<file path="src/rtl/wb_arbiter_pkg.sv">
// Shared constants and types for the writeback arbiter: register-file geometry,
// parameter defaults, the queued MD result record and the write-slot winner.
package wb_arbiter_pkg;

    localparam int REG_ADDR_W     = 5;
    localparam int XLEN           = 32;
    localparam int NUM_REGS       = 32;
    localparam int DEPTH_DEF      = 4;
    localparam int STARVE_MAX_DEF = 3;

    typedef struct packed {
        logic                  kill;
        logic [REG_ADDR_W-1:0] waddr;
        logic [XLEN-1:0]       wdata;
    } md_entry_t;

    typedef enum logic [1:0] {
        WIN_NONE,
        WIN_ALU,
        WIN_FIFO,
        WIN_BYP
    } win_e;

    function automatic logic [NUM_REGS-1:0] reg_onehot(input logic [REG_ADDR_W-1:0] a);
        logic [NUM_REGS-1:0] m;
        m    = '0;
        m[a] = 1'b1;
        return m;
    endfunction

endpackage

</file>
<file path="src/rtl/wb_arbiter_if.sv">
// Writeback bus: ALU and MD result inputs, register-file write port and the
// pending-write mask seen by decode.
interface wb_arbiter_if;
    import wb_arbiter_pkg::*;

    logic                  alu_valid;
    logic [REG_ADDR_W-1:0] alu_waddr;
    logic [XLEN-1:0]       alu_wdata;
    logic                  alu_stall;
    logic                  md_valid;
    logic                  md_ready;
    logic [REG_ADDR_W-1:0] md_waddr;
    logic [XLEN-1:0]       md_wdata;
    logic                  we;
    logic [REG_ADDR_W-1:0] waddr;
    logic [XLEN-1:0]       wdata;
    logic [NUM_REGS-1:0]   pending_mask;

    modport slave (
        input  alu_valid, alu_waddr, alu_wdata, md_valid, md_waddr, md_wdata,
        output alu_stall, md_ready, we, waddr, wdata, pending_mask
    );

    modport master (
        output alu_valid, alu_waddr, alu_wdata, md_valid, md_waddr, md_wdata,
        input  alu_stall, md_ready, we, waddr, wdata, pending_mask
    );

endinterface

</file>
<file path="src/rtl/wb_fifo.sv">
// DEPTH-entry FIFO of MD results. Entries carry a kill bit that a younger ALU
// write to the same register can set while the entry is still queued.
module wb_fifo
    import wb_arbiter_pkg::*;
#(
    parameter int DEPTH = DEPTH_DEF
) (
    input  logic                  clk,
    input  logic                  rst,
    input  logic                  push_i,
    input  md_entry_t             push_entry_i,
    input  logic                  pop_i,
    input  logic                  kill_en_i,
    input  logic [REG_ADDR_W-1:0] kill_addr_i,
    output md_entry_t             head_o,
    output logic                  empty_o,
    output logic                  full_o,
    output logic [NUM_REGS-1:0]   live_mask_o
);
    localparam int AW = $clog2(DEPTH);

    logic [AW:0]           wr_q, rd_q, count;
    logic [REG_ADDR_W-1:0] addr_q [DEPTH];
    logic [XLEN-1:0]       data_q [DEPTH];
    logic [DEPTH-1:0]      kill_q, live;
    logic [AW-1:0]         off;

    assign count   = wr_q - rd_q;
    assign empty_o = (count == '0);
    assign full_o  = (count == (AW+1)'(DEPTH));

    assign head_o.kill  = kill_q[rd_q[AW-1:0]];
    assign head_o.waddr = addr_q[rd_q[AW-1:0]];
    assign head_o.wdata = data_q[rd_q[AW-1:0]];

    // A slot is live when its distance from the read pointer is below the count.
    always_comb begin
        off         = '0;
        live        = '0;
        live_mask_o = '0;
        for (int i = 0; i < DEPTH; i++) begin
            off     = AW'(i) - rd_q[AW-1:0];
            live[i] = ({1'b0, off} < count);
            if (live[i] && !kill_q[i] && addr_q[i] != '0)
                live_mask_o[addr_q[i]] = 1'b1;
        end
    end

    always_ff @(posedge clk) begin
        if (rst) begin
            wr_q   <= '0;
            rd_q   <= '0;
            kill_q <= '0;
        end else begin
            for (int i = 0; i < DEPTH; i++) begin
                if (kill_en_i && live[i] && addr_q[i] == kill_addr_i)
                    kill_q[i] <= 1'b1;
            end
            if (push_i) begin
                kill_q[wr_q[AW-1:0]] <= push_entry_i.kill;
                wr_q                 <= wr_q + 1'b1;
            end
            if (pop_i)
                rd_q <= rd_q + 1'b1;
        end
    end

    always_ff @(posedge clk) begin
        if (push_i) begin
            addr_q[wr_q[AW-1:0]] <= push_entry_i.waddr;
            data_q[wr_q[AW-1:0]] <= push_entry_i.wdata;
        end
    end

endmodule

</file>
<file path="src/rtl/wb_arbiter.sv">
// Writeback arbiter: picks one of ALU / queued MD / bypassed MD per cycle for
// the register-file write port, with starvation control and WAW kill of stale MD results.
module wb_arbiter
    import wb_arbiter_pkg::*;
#(
    parameter int DEPTH      = DEPTH_DEF,
    parameter int STARVE_MAX = STARVE_MAX_DEF
) (
    input logic         clk,
    input logic         rst,
    wb_arbiter_if.slave bus
);
    localparam int SW = (STARVE_MAX < 1) ? 1 : $clog2(STARVE_MAX + 1);

    logic                  alu_v, md_v, stall, pop, push, md_rdy, md_hs, kill_en;
    logic                  fifo_empty, fifo_full;
    md_entry_t             head, push_entry;
    logic [NUM_REGS-1:0]   fifo_mask;
    win_e                  win;
    logic [SW-1:0]         starve_q, starve_d;
    logic                  we_q, we_d, out_md_q, out_md_d;
    logic [REG_ADDR_W-1:0] waddr_q, waddr_d;
    logic [XLEN-1:0]       wdata_q, wdata_d;

    assign alu_v = bus.alu_valid && !rst;
    assign md_v  = bus.md_valid && !rst;

    wb_fifo #(.DEPTH(DEPTH)) u_fifo (
        .clk          (clk),
        .rst          (rst),
        .push_i       (push),
        .push_entry_i (push_entry),
        .pop_i        (pop),
        .kill_en_i    (kill_en),
        .kill_addr_i  (bus.alu_waddr),
        .head_o       (head),
        .empty_o      (fifo_empty),
        .full_o       (fifo_full),
        .live_mask_o  (fifo_mask)
    );

    // Slot priority: forced drain, ALU, queued MD, then MD bypass into an idle slot.
    always_comb begin
        stall = !rst && !fifo_empty && (starve_q == SW'(STARVE_MAX));
        win   = WIN_NONE;
        if (rst)              win = WIN_NONE;
        else if (stall)       win = WIN_FIFO;
        else if (alu_v)       win = WIN_ALU;
        else if (!fifo_empty) win = WIN_FIFO;
        else if (md_v)        win = WIN_BYP;
        pop              = (win == WIN_FIFO);
        md_rdy           = !rst && (!fifo_full || pop);
        md_hs            = md_v && md_rdy;
        push             = md_hs && (win != WIN_BYP);
        kill_en          = (win == WIN_ALU) && (bus.alu_waddr != '0);
        push_entry.kill  = kill_en && (bus.md_waddr == bus.alu_waddr);
        push_entry.waddr = bus.md_waddr;
        push_entry.wdata = bus.md_wdata;
    end

    always_comb begin
        we_d     = 1'b0;
        out_md_d = 1'b0;
        waddr_d  = waddr_q;
        wdata_d  = wdata_q;
        starve_d = starve_q;
        case (win)
            WIN_ALU: begin
                we_d    = (bus.alu_waddr != '0);
                waddr_d = bus.alu_waddr;
                wdata_d = bus.alu_wdata;
            end
            WIN_FIFO: begin
                we_d     = !head.kill && (head.waddr != '0);
                out_md_d = we_d;
                waddr_d  = head.waddr;
                wdata_d  = head.wdata;
            end
            WIN_BYP: begin
                we_d     = (bus.md_waddr != '0);
                out_md_d = we_d;
                waddr_d  = bus.md_waddr;
                wdata_d  = bus.md_wdata;
            end
            default: ;
        endcase
        if (pop || fifo_empty)  starve_d = '0;
        else if (win == WIN_ALU) starve_d = starve_q + 1'b1;
    end

    always_ff @(posedge clk) begin
        if (rst) begin
            we_q     <= 1'b0;
            out_md_q <= 1'b0;
            waddr_q  <= '0;
            wdata_q  <= '0;
            starve_q <= '0;
        end else begin
            we_q     <= we_d;
            out_md_q <= out_md_d;
            waddr_q  <= waddr_d;
            wdata_q  <= wdata_d;
            starve_q <= starve_d;
        end
    end

    assign bus.alu_stall    = stall;
    assign bus.md_ready     = md_rdy;
    assign bus.we           = we_q;
    assign bus.waddr        = waddr_q;
    assign bus.wdata        = wdata_q;
    assign bus.pending_mask = rst ? '0 : (fifo_mask | (out_md_q ? reg_onehot(waddr_q) : '0));

endmodule

</file>
<file path="src/flat_wrapper.sv">
// flat-port wrapper written by rule: the top's interface ports become plain ports
module wb_arbiter_flat import wb_arbiter_pkg::*;
#(
    parameter int DEPTH      = DEPTH_DEF,
    parameter int STARVE_MAX = STARVE_MAX_DEF
)
  (clk, rst, bus_alu_valid, bus_alu_waddr, bus_alu_wdata, bus_md_valid, bus_md_waddr, bus_md_wdata, bus_alu_stall, bus_md_ready, bus_we, bus_waddr, bus_wdata, bus_pending_mask);
  wb_arbiter_if bus_i ();
  input logic clk;
  input logic rst;
  input wire logic [$bits(bus_i.alu_valid)-1:0] bus_alu_valid;
  input wire logic [$bits(bus_i.alu_waddr)-1:0] bus_alu_waddr;
  input wire logic [$bits(bus_i.alu_wdata)-1:0] bus_alu_wdata;
  input wire logic [$bits(bus_i.md_valid)-1:0] bus_md_valid;
  input wire logic [$bits(bus_i.md_waddr)-1:0] bus_md_waddr;
  input wire logic [$bits(bus_i.md_wdata)-1:0] bus_md_wdata;
  output wire logic [$bits(bus_i.alu_stall)-1:0] bus_alu_stall;
  output wire logic [$bits(bus_i.md_ready)-1:0] bus_md_ready;
  output wire logic [$bits(bus_i.we)-1:0] bus_we;
  output wire logic [$bits(bus_i.waddr)-1:0] bus_waddr;
  output wire logic [$bits(bus_i.wdata)-1:0] bus_wdata;
  output wire logic [$bits(bus_i.pending_mask)-1:0] bus_pending_mask;
  assign bus_i.alu_valid = bus_alu_valid;
  assign bus_i.alu_waddr = bus_alu_waddr;
  assign bus_i.alu_wdata = bus_alu_wdata;
  assign bus_i.md_valid = bus_md_valid;
  assign bus_i.md_waddr = bus_md_waddr;
  assign bus_i.md_wdata = bus_md_wdata;
  assign bus_alu_stall = bus_i.alu_stall;
  assign bus_md_ready = bus_i.md_ready;
  assign bus_we = bus_i.we;
  assign bus_waddr = bus_i.waddr;
  assign bus_wdata = bus_i.wdata;
  assign bus_pending_mask = bus_i.pending_mask;
  wb_arbiter #(.DEPTH(DEPTH), .STARVE_MAX(STARVE_MAX)) u_core (.clk(clk), .rst(rst), .bus(bus_i));
endmodule
</file>
<file path="config.mk">
export PLATFORM = sky130hd
export DESIGN_NAME = wb_arbiter_flat
export DESIGN_NICKNAME = d
export VERILOG_FILES = /design/src/rtl/wb_arbiter_pkg.sv /design/src/rtl/wb_arbiter_if.sv /design/src/rtl/wb_fifo.sv /design/src/rtl/wb_arbiter.sv /design/src/flat_wrapper.sv
export SDC_FILE = /design/constraint.sdc
export NUM_CORES = 1
export LEC_CHECK = 0
export ABC_AREA = 1
export BUFFER_PORTS_ARGS = -buffer_cell sky130_fd_sc_hd__buf_2
export CAP_MARGIN = 30
export CORE_ASPECT_RATIO = 1.1
export CORE_MARGIN = 2
export CORE_UTILIZATION = 60
export DETAILED_ROUTE_END_ITERATION = 12
export PLACE_DENSITY = 0.83
export SLEW_MARGIN = 20
export SYNTH_ARGS = -nofsm -noshare
export SYNTH_HDL_FRONTEND = slang
export SYNTH_SLANG_ARGS = --single-unit
</file>
<file path="constraint.sdc">
create_clock -name clk -period 11 [get_ports clk]
set_clock_uncertainty 0.2 [all_clocks]
set_input_delay 1.1 -clock clk [delete_from_list [all_inputs] [get_ports clk]]
set_output_delay 1.1 -clock clk [all_outputs]
set_load 0.03 [all_outputs]
</file>
* Yosys cells after proc, flatten, opt, wreduce, memory -nomap -nowiden *
Memories as Yosys holds them, arrays and structs flattened. A register that Yosys moved wholly into a read port is not among the register bits.
Index checks and enable logic that the tools add are counted.

cells by class
  bitwise operators = 4
  add/subtract/negate cells = 8
  mux-type cells = 45
  equality and inequality tests = 11
  reductions and logical operators = 52
  divide/modulo/power cells = 0
  $mul = 0
  magnitude comparators = 17
  shift operators = 0

operators by type and width
  operator               count
  $mux W32               6
  $or A32 B32 Y32        4
  $pmux W32 S3           1
  $reduce_bool A5 Y1     7
  $logic_and A1 B1 Y1    32
  $lt A5 B6 Y1 const B   5
  $demux W1 S5           5
  $eq A5 B5 Y1           5
  $ge A5 B1 Y1 const B   5
  $mux W2                9
  $mux W1                17
  $pmux W5 S3            1
  $lt A2 B3 Y1           4
  $logic_not A1 Y1       8
  $add A3 B1 Y3 const B  2
  $eq A2 B2 Y1 const B   3
  $lt A2 B3 Y1 const B   2
  $bwmux W4              1
  $mux W4                1
  $sub A1 B2 Y2 const A  2
  $sub A2 B2 Y2 const A  2
  $eq A3 B3 Y1 const B   1
  $logic_not A3 Y1       1
  $pmux W1 S3            1
  other kinds (11)       12

storage, ports and cells
  register bits after elaboration = 51
  memories kept = 2
  memory bits (read-only) = 0
  RAM bits = 148
  output and inout port bits = 72
  bits in latches = 0

memories
  memory                words  width  rd ports  clocked after Yosys merged registers in  wr ports  line           text
  u_core.u_fifo.data_q  4      32     1         1                                        1         wb_fifo.sv:24  logic [XLEN-1:0] data_q [DEPTH];
  u_core.u_fifo.addr_q  4      5      5         1                                        1         wb_fifo.sv:23  logic [REG_ADDR_W-1:0] addr_q [DEPTH];

* Depth between registers and ports, before layout *
  depth in word-level cells = 15
  gate-level depth with buffers = 19
  mapped depth without buffers = 18

* Cells and area by module *
Synthesis repeated with hierarchy kept, for this count alone.

second synthesis, totals
  cells, all modules = 1,450
  area, all modules = 11,397.2 um^2

by module, submodules not included
  module      cells each  times used  seq. area each (um^2)  area each (um^2)
  wb_fifo     945         1           4,684.5                8,533.2
  wb_arbiter  505         1           820.8                  2,864.0

* Worst setup path before layout *
OpenSTA, ideal clock, no wires.

  kind = reg2reg
  start = reg u_core.u_fifo.wr_q[0]
  end = mem u_core.u_fifo.addr_q[0][0], enable pin
  clock period less this slack = 4.308 ns
  path buffers = 0
  path slack = 6.692 ns
  cell stages (with the launch flop) = 14
  arrival = 3.675 ns
  library setup time = 0.433 ns
  path through = dfxtp_1 -> inv_1 -> ha_1 -> inv_1 -> fa_1 -> inv_1 -> nand2_1 -> nand2_1 -> nand2_1 -> nand3_2 -> o211ai_1 -> nand2_1 -> nand3_2 -> nor2_1

on the way
  word-level cells in the longest chain between the ends = 14
  elaborated cells on any way between the ends = 19
  those cells by class = add/sub (1); eq/ne (3); mux (6); reduce/logical (9)

ends and longest elaborated chain
  what                               line                text
  start: declaration                 wb_fifo.sv:22       logic [AW:0] wr_q, rd_q, count;
  start signal: assignment           wb_fifo.sv:61       wr_q <= wr_q + 1'b1;
  $sub A3 B3 Y3 *                    wb_fifo.sv:28       assign count = wr_q - rd_q;
  $logic_not A3 Y1                   wb_fifo.sv:29       assign empty_o = (count == '0);
  $logic_not A1 Y1                   wb_arbiter.sv:44    stall = !rst && !fifo_empty && (starve_q == SW'(STARVE_MAX));
  $logic_and A1 B1 Y1 (2 in series)  wb_arbiter.sv:44
  $mux W2                            wb_arbiter.sv:47    else if (stall) win = WIN_FIFO;
  $mux W2                            wb_arbiter.sv:46    if (rst) win = WIN_NONE;
  $eq A2 B2 Y1                       wb_arbiter.sv:51    pop = (win == WIN_FIFO);
  $logic_or A1 B1 Y1 *               wb_arbiter.sv:52    md_rdy = !rst && (!fifo_full || pop);
  $logic_and A1 B1 Y1 *              wb_arbiter.sv:52
  net bus_md_ready                   flat_wrapper.sv:18  output wire logic [$bits(bus_i.md_ready)-1:0] bus_md_ready;
  $logic_and A1 B1 Y1 *              wb_arbiter.sv:53    md_hs = md_v && md_rdy;
  $logic_and A1 B1 Y1 *              wb_arbiter.sv:54    push = md_hs && (win != WIN_BYP);
  $mux W1 *                          wb_fifo.sv:69       if (push_i) begin
  $mux W1 (not written as such) *    wb_fifo.sv:70       addr_q[wr_q[AW-1:0]] <= push_entry_i.waddr;
  end: declaration                   wb_fifo.sv:23

The timed path passes the listed nets; every way through them passes the cells marked *.

* Worst setup path in the final report *
  start = reg u_core.u_fifo.wr_q[0]
  end = out bus_pending_mask[16]

on the way
  word-level cells in the longest chain between the ends = 13
  elaborated cells on any way between the ends = 22
  those cells by class = add/sub (1); order compare (4); mux (5); bitwise (4); reduce/logical (8)

ends and longest elaborated chain
  what                               line                text
  $sub A3 B3 Y3 *                    wb_fifo.sv:28
  $lt A2 B3 Y1                       wb_fifo.sv:43       live[i] = ({1'b0, off} < count);
  $logic_and A1 B1 Y1 (2 in series)  wb_fifo.sv:44       if (live[i] && !kill_q[i] && addr_q[i] != '0)
  $mux W32                           wb_fifo.sv:44
  $or A32 B32 Y32 (no line)          n/a
  $mux W32                           wb_fifo.sv:44
  $or A32 B32 Y32 (no line)          n/a
  $mux W32                           wb_fifo.sv:44
  $or A32 B32 Y32 (no line)          n/a
  $mux W32 *                         wb_fifo.sv:44
  $or A32 B32 Y32 *                  wb_arbiter.sv:112   assign bus.pending_mask = rst ? '0 : (fifo_mask | (out_md_q ? reg_onehot(waddr_q) : '0));
  $mux W32 *                         wb_arbiter.sv:112
  end: declaration                   flat_wrapper.sv:22  output wire logic [$bits(bus_i.pending_mask)-1:0] bus_pending_mask;

Mark *: on every way between the ends. The rest lies on a longest branch, timed or not.

==> results.md <==
- Outcome: finished, final reports clean
- Worst-path cell chain: inv_1, ha_1, inv_1, fa_1, inv_1, ha_1, a21o_1, nand2_1, nand2_1, nor2_1, nand2_1, nand2_1, a21oi_1, nand3_1, nand2_1, inv_1, buf_2
- TritonRoute pass-1 iters: 6
- Most common cell after layout, fill and taps aside: nand2_1
- Tmin final: 5020 ps
- Tightest Pin Transition: 1030 ps
- Crit path arrival time: 3720 ps
- Sw Share: 42.4%
- Longest Clk Path Bufs: 3
- WL/cell: 18.2 um
- Int Pwr: 1.64 mW
- Crit path launch type: register
- YS warnings: 0
- Sequential fraction of design power: 34.0%
- HPWL after DPL: 19900 um
- Layout cells sized above 1: 16.8%
- Met3 wire length: 2260 um
- Hold Path Depth: 2
- Initial DRC count: 977
- Maximum VDD drop: 0.166 mV
- Mapped cell area: ~11000 um^2
- FF-to-FF path depth: 12
- TritonCTS Buffers: 20
- Total power divided by cell area: approximately 230 nW/um^2
- Tot GR Track Use: a little under a third
- Via count: 9725
- Die Wd: 132 um
- Fin. max-slew vios: 0
- Post-CTS setup buffers: 0
- Fin cells: 1682
- First-pass GRT wire length: 48100 um
- Total core area: 17700 um^2
- Highest routed layer: met5
- Routability Congestion: 1.01
- CTS tree: done
- Worst R2R End: u_core.u_fifo.data_q[0][28]
- Syn_area_per_cell: around 8.3 um^2
- Worst Setup End Kind: primary output
- Required @ worst endpoint: 9700 ps
- Initial core utilization: between 60% and 70%
- Most frequent cells in the layout: nand2_1, buf_2, edfxtp_1
- Critical-path top delay cell: nor2_1
- CTS Hold Buffers Added: 0
- Number of cells after detailed placement: about 1600
- Port buffer count: 149
- # setup viols final: 0
- P&R area growth vs syn: 14.2%
- Die H: approximately 150 um
- Initial antenna violation count: 2
- Clock Tree Root: clkbuf_16
- NetSw: 1.21 mW
- Site Rows: 51
- Fin crit share: 45.6%
- Via-to-Cell Ratio: 5.78
- WHS Endpoint: u_core.bus.wdata[21]
- Slowest stage delay, CP: 540 ps
- Routed wire length: 30600 um
- Boundary pin count: 150
- Register area share after synthesis: 50.7%
- Hold Vio Cnt, Final: 0
- Die area: 19200 um^2
- Pin count of the biggest net entering global routing: 82
- FFs w/ async S/R, synth: 0%
- Mapped Cells: ~1300
- Vias in the first global route: 9248
- Worst-path clk slew: 70 ps
- Rel. slew slack: between 30 and 40%
- Logic pwr share: between 40% and 50%
- EDFF count, synth: 148
- HP Start: u_core.bus.wdata[21]
- R2r startpoint: u_core.u_fifo.wr_q[0]
- Mapped Nets: 1398
- Fin util: 69.9%
- WL met1: 11900 um
- Clk_lat worst skew: a little under 500 ps
- # DRC: 0
- DP Area: about 12000 um^2
- Grt total ovfl: 0
- Max H-tree Level: 1
- Crit Path Class: reg -> out
- CTS Sinks: 201
- Synth unique cells: 42
- PostCTS Resize Cnt: 0
- Yosys reg bits: between 200 and 250
- Most Frequent Cell on Critical Path: nand2_1
- CP max FO: 5
- Unrepaired setup endpoints after global routing: false
- Worst hold path type: reg -> reg
- Final setup TNS: 0 ps
- Final Instance Area: 12400 um^2
- Final nets: 1520
- Routed Antenna Nets: 0
- Reg2reg setup slack: between 7000 and 8000 ps
- Max-cap viol count: 0
- Leak Pwr: 5.32 nW
- Max Clk Rate: 199 MHz
- Met2 routed WL: 15000 um
- Clk pwr share: about a quarter
- Main synth FF type: edfxtp_1
==> layer usage <==
layer / track usage [%] / up-vias
met5: 0 / -
met2: 54.0 / 474
li1: - / 4634
met1: 38.8 / 4499
met4: 15.6 / 2
met3: 4.65 / 116
==> layout make-up <==
type	instances	area (um^2)
clock buffer	26	574
inverter	131	499
timing repair buffer	160	823
multi-input combinational	915	4610
tap	238	298
sequential	201	5510
antenna	1	2.50
clock inverter	10	83.8
fill	1407	5350
==> how the worst max path moves through the flow <==
stage	startpoint	to	cells past startpoint
after floorplan	u_core.u_fifo.wr_q[0]	u_core.u_fifo.addr_q[0][0]	13
after global routing	u_core.u_fifo.wr_q[0]	bus_pending_mask[22]	17
after CTS	u_core.u_fifo.wr_q[0]	bus_pending_mask[16]	17
final	u_core.u_fifo.wr_q[0]	bus_pending_mask[16]	17
after detailed placement	u_core.u_fifo.wr_q[0]	bus_pending_mask[16]	17
after global placement	u_core.u_fifo.wr_q[0]	bus_pending_mask[16]	17
==> power groups by stage <==
stage | Combinational, mW | Sequential (mW) | Clock (mW)
after floorplan | 0.750 | 1.09 | 0
after CTS | 1.19 | 0.967 | 0.679
after global placement | 1.16 | 0.977 | 0
after global routing | 1.32 | 0.978 | 0.710
final | 1.21 | 0.968 | 0.674
after detailed placement | 1.18 | 0.981 | 0
==> synth_stat cells (all sizes together), types with 16 or more instances <==
master,count,area share (%)
dfxtp,53,9.8
clkbuf,41,1.4
nor2,114,4.3
buf,19,1.1
nand2,416,15
edfxtp,148,41
a32o,28,2.6
nand4,16,0.92
inv,130,4.6
nand3,78,4.1
o21ai,73,3.4
xnor2,16,1.3
a21oi,73,3.4
o211ai,18,1.2
nor3,35,1.7
==> flip-flops by register name, summed over array words and instances, names as in the netlist, named ones only <==
signal	cells
u_core.u_fifo.data_q	128
u_core.bus.wdata	32
u_core.u_fifo.addr_q	20
u_core.bus.waddr	5
u_core.u_fifo.kill_q	4
u_core.u_fifo.rd_q	3
u_core.u_fifo.wr_q	3
u_core.starve_q	2
u_core.bus.we	1
u_core.out_md_q	1
==> cells by family (layout without fill, tap and decap cells) <==
kind of cell    after synthesis  after routing  share of synthesized area (%)
buf+inv                     191            327                           7.15
simple gates                666            666                           26.9
xor+xnor                     22             22                           1.77
fa+ha+maj                    13             13                           1.57
compound gates              214            214                           12.0
other cells                   0              1                              0
flops                       201            201                           50.7
==> worst max-delay path: cells and delay by family, from the launching register on <==
kind / cells / cell delay (ps)
fa+ha+maj: 3 / 910
simple gates: 7 / 1100
flops: 1 / 410
buf+inv: 5 / 580
compound gates: 2 / 220
==> through the flow <==
step / power [mW] / hold slack, ps / worst slack, ps
4_1_cts: 2.84 / 250 / 6050
6_report: 2.85 / 247 / 5980
3_5_place_dp: 2.16 / 236 / 6580
3_3_place_gp: 2.14 / 234 / 6660
2_1_floorplan: 1.84 / 242 / 6690
5_1_grt: 3.01 / 273 / 5730
No activity file was read; power rests on OpenSTA's default activity.
